## src/rtl/add_pc4.sv

```systemverilog
// Registered PC + INC incrementer for the fetch stage.
// The carry-out and a since-reset valid flag are registered alongside the sum.
module add_pc4 #(
  parameter int WIDTH = 10,
  parameter int INC   = 4
) (
  input  logic             clk,
  input  logic             rst,
  input  logic             en,
  input  logic [WIDTH-1:0] PC,
  output logic [WIDTH-1:0] siguiente,
  output logic             valid,
  output logic             wrap
);

  localparam logic [WIDTH:0] INC_EXT = (WIDTH + 1)'(INC);

  logic [WIDTH:0]   sum_s;
  logic [WIDTH-1:0] siguiente_r;
  logic             valid_r;
  logic             wrap_r;

  // One extra bit of sum width carries the wrap indication.
  always_comb begin
    sum_s = {1'b0, PC} + INC_EXT;
  end

  // Output registers; reset has priority, and a stall holds every output.
  always_ff @(posedge clk) begin
    if (rst) begin
      siguiente_r <= {WIDTH{1'b0}};
      valid_r     <= 1'b0;
      wrap_r      <= 1'b0;
    end else if (en) begin
      siguiente_r <= sum_s[WIDTH-1:0];
      valid_r     <= 1'b1;
      wrap_r      <= sum_s[WIDTH];
    end else begin
      siguiente_r <= siguiente_r;
      valid_r     <= valid_r;
      wrap_r      <= wrap_r;
    end
  end

  assign siguiente = siguiente_r;
  assign valid     = valid_r;
  assign wrap      = wrap_r;

endmodule

```

## config.mk

```make
export PLATFORM = sky130hd
export DESIGN_NAME = add_pc4
export DESIGN_NICKNAME = d
export VERILOG_FILES = /design/src/rtl/add_pc4.sv
export SDC_FILE = /design/constraint.sdc
export NUM_CORES = 1
export LEC_CHECK = 0
export ABC_AREA = 1
export CORE_MARGIN = 2
export CORE_UTILIZATION = 42
export DETAILED_ROUTE_END_ITERATION = 7
export GPL_TIMING_DRIVEN = 1
export PLACE_DENSITY = 0.8
export SLEW_MARGIN = 20
export SYNTH_ARGS = -nofsm -noshare
export SYNTH_HDL_FRONTEND = slang
export SYNTH_SLANG_ARGS = --single-unit
```

## constraint.sdc

```tcl
create_clock -name clk -period 1.8 [get_ports clk]
set_clock_uncertainty 0.05 [all_clocks]
set_input_delay 0.36 -clock clk [delete_from_list [all_inputs] [get_ports clk]]
set_output_delay 0.36 -clock clk [all_outputs]
set_load 0.01 [all_outputs]
```

==> impl_metrics.tcl, run 1 <==
set metrics [dict create \
    finalHoldViolCount 0 \
    placeableCoreArea_sq_mm 0.00127 \
    boundaryPins 25 \
    dpl_cell_area_sq_um 827 \
    transition_time_at_the_pin_with_the_least_slew_margin_ns 0.205 \
    cts.htree.levels 1 \
    dr_total_vias 567 \
    clock_buffers_created_by_tritoncts 3 \
    critical_path_sink_type "output pin" \
    switching_power_mw 0.164 \
    layout_setup_ws_ns 0.240 \
    first_drt_pass_iteration_count 4 \
    maxSlewViolCount 0 \
    finalSetupViolations 0 \
    part_of_the_total_power_dissipated_in_the_clock_network_pct 33.4 \
    synthesized_netlist_net_count 94 \
    register_area_sq_um 240 \
    static-leakage-power_nw 0.383 \
    largest_cells_by_area_after_synthesis "sky130_fd_sc_hd__dfxtp_1 43%, sky130_fd_sc_hd__nor2_1 13%, sky130_fd_sc_hd__nand2_1 7.3%" \
    avgSynthCellArea_sq_um 7.04 \
    timing.critical_path.required_ns 1.39 \
    timing.critical_path.arrival_ns 1.15 \
    clk_pin_slew_worst_paths_ns 0.08 \
    power_density_mw_per_mm2 751 \
    grt_setup_unrepaired "no" \
    grt_max_degree 21 \
    fill_cell_total_of_the_finished_layout 109 \
    nets 123 \
    post_synth_instance_area_sq_um 563 \
    layoutNonFillerInstCount 123 \
    critical_path.top_delay_family "buffers and inverters" \
    yosys_most_used_dff "sky130_fd_sc_hd__dfxtp_1" \
    route.detailed.wl_per_inst_um 9.87 \
    postLayoutCoreUtil_pct 68.0 \
    combPwrFrac_pct 21.4 \
    number_of_buffer_cells_added_on_primary_ports 24 \
    flow.area_growth_from_synthesis_pct 53.3 \
    grt_first_pass_wirelength_mm 1.94 \
    die_w_um 40.6 \
    post_synth_most_frequent_cells "20 x sky130_fd_sc_hd__nor2_1, 12 x sky130_fd_sc_hd__dfxtp_1, 11 x sky130_fd_sc_hd__nand2_1" \
    postRouteWirelength_mm 1.21 \
    dieArea_sq_mm 0.00165 \
    critical_path.max_stage_delay_ns 0.54 \
    achievable-frequency_mhz 641 \
    seq_pwr_share_pct 45.2 \
    sw_frac_of_total_pct 25.3 \
    timing.slew.headroom_pct 86.3 \
    layout_worst_path_cycle_share_pct 86.7 \
    initialDrtViolationCount 8 \
    clk_path_buf_depth 2 \
    yosys.cell_count.top_type "sky130_fd_sc_hd__nor2_1" \
    worst_skew_pair.late_latency_ns 0.27 \
    cell_int_power_mw 0.484 \
    post_cts.resized_instances 0 \
    synth-seq-area-share_pct 42.7 \
    setup-tns-final_ns 0 \
    synthesis.instances 80 \
    post-dp-hpwl_um 890 \
    critPathSlowestCell "sky130_fd_sc_hd__clkdlybuf4s50_1" \
    floorplan.initialDensity_pct 44.4 \
    worst-setup-path-type "reg2out" \
    post-cts-setup-buffer-count 0 \
    gp_congestion 0.764 \
    stdcell_area_sq_um 863 \
    timing.critical_path.fanout_max 2 \
    antenna_found_initial 0 \
    ant_nets 0 \
    worst_path_cell_chain "clkdlybuf4s50_1" \
    vias_in_the_first_global_route 447 \
    drc 0 \
    grt_util_all_layers_pct 18.3 \
    postSynthRegisterBits 12 \
    max_cap_viol_count 0 \
    gr-total-overflow 0 \
    async_reset_ff_share_pct 0 \
    clock_sink_count 12 \
    tritoncts_clock_tree "built" \
    run_status "finished clean" \
    synth-edff-count 0 \
    synth_top_cell_area_share_pct 42.7 \
    synth_top_cell_by_area "sky130_fd_sc_hd__dfxtp_1" \
    placed_cells 119 \
    total_number_of_placement_rows 13 \
    layout_min_cycle_time_ns 1.56 \
    yosys.cell_types.count 14 \
    drive_above_1_share_pct 12.0 \
    routed_via_density 4.61 \
    die_height_um 40.6 \
    cts-root-buf "sky130_fd_sc_hd__clkbuf_4" \
    multiInputGateArea_sq_um 279 \
    setup.worst_path.start_class "flop" \
    number_of_buffers_inserted_for_hold_repair_after_clock_tree_synthesis 0 \
    worst_hold_check_path_type "reg2reg" \
    number_of_synthesis_warnings 0 \
    placement.setup.worst_slack_ns 0.0944 \
    count_of_buffering_cells_on_the_critical_path_with_inverters_included 1 \
    irDropWorstVdd_mv 0.455 \
    num_antenna_cells 0 \
]
-- area by class of cell --
type | count | area share (%)
clock buffers | 4 | 4.20
inverters | 9 | 3.91
multi-input cells | 57 | 32.3
flip-flops and latches | 12 | 27.8
well taps | 15 | 2.17
repair buffers | 26 | 29.6
-- worst register-to-register path, cell delays in order (launching register included) --
cell	delay [ns]
sky130_fd_sc_hd__dfxtp_1	0.31
sky130_fd_sc_hd__nor2_1	0.08
sky130_fd_sc_hd__nor2_1	0.04
sky130_fd_sc_hd__o21ai_1	0.08
sky130_fd_sc_hd__inv_1	0.05
-- stage by stage --
stage / power, mW / hold WS, ns
2_1_floorplan: 0.357 / 0.382
3_3_place_gp: 0.437 / 0.397
3_5_place_dp: 0.438 / 0.406
4_1_cts: 0.655 / 0.423
5_1_grt: 0.682 / 0.428
6_report: 0.648 / 0.428
-- worst paths after layout --
| check | from | end | slack [ns] | cells past startpoint |
|---|---|---|---|---|
| setup / recovery | siguiente[3] | siguiente[3] | 0.24 | 1 |
| hold / removal | valid | valid | 0.43 | 2 |
| setup reg to reg | siguiente[4] | siguiente[4] | 1.09 | 4 |
| hold reg to reg | valid | valid | 0.43 | 2 |
-- sequential cells by signal (all words and copies together) (netlist names) --
register / count
wrap: 1
siguiente: 10
valid: 1
-- power groups by stage --
stage / clock [mW] / sequential (mW) / combinational, mW
floorplan: 0 / 0.309 / 0.0487
global placement: 0 / 0.299 / 0.138
detailed placement: 0 / 0.299 / 0.139
CTS: 0.222 / 0.293 / 0.140
global route: 0.233 / 0.295 / 0.154
finish: 0.217 / 0.293 / 0.139
-- logic make-up (layout without fill, tap and decap cells) --
family | Yosys count | count (layout) | share of synthesized area [%]
xor+xnor | 3 | 3 | 4.67
flops | 12 | 12 | 42.7
simple gates | 39 | 39 | 30.2
buf+inv | 11 | 39 | 7.78
compound gates | 14 | 14 | 12.4
fa+ha+maj | 1 | 1 | 2.22
-- routing by layer --
metal / GRT usage (%) / wire length, um
met2: 25.0 / 513
met4: 10.0 / 6
met1: 25.7 / 582
met5: 0 / 0
met3: 4.89 / 112
-- cell usage in the layout (no fill, tap or decap), drive strengths merged --
cell / Yosys / layout
o21ai: 10 / 10
a21oi: 4 / 4
nor2: 23 / 23
xor2: 3 / 3
dfxtp: 12 / 12
ha: 1 / 1
clkdlybuf4s50: 0 / 24
inv: 9 / 9
buf: 2 / 2
clkbuf: 0 / 4
nand2: 11 / 11
nand3: 5 / 5
Note: power is estimated with default switching activity, not from simulation.
==> inputs of run 2 (changes only) <==
--- a/config.mk
+++ b/config.mk
@@ -11,6 +11,7 @@
 export DETAILED_ROUTE_END_ITERATION = 7
 export GPL_TIMING_DRIVEN = 1
 export PLACE_DENSITY = 0.8
+export SKIP_LAST_GASP = 1
 export SLEW_MARGIN = 20
 export SYNTH_ARGS = -nofsm -noshare
 export SYNTH_HDL_FRONTEND = slang
==> results of run 2 <==
No change in the layout: final DEF, timing and power equal those of run 1.
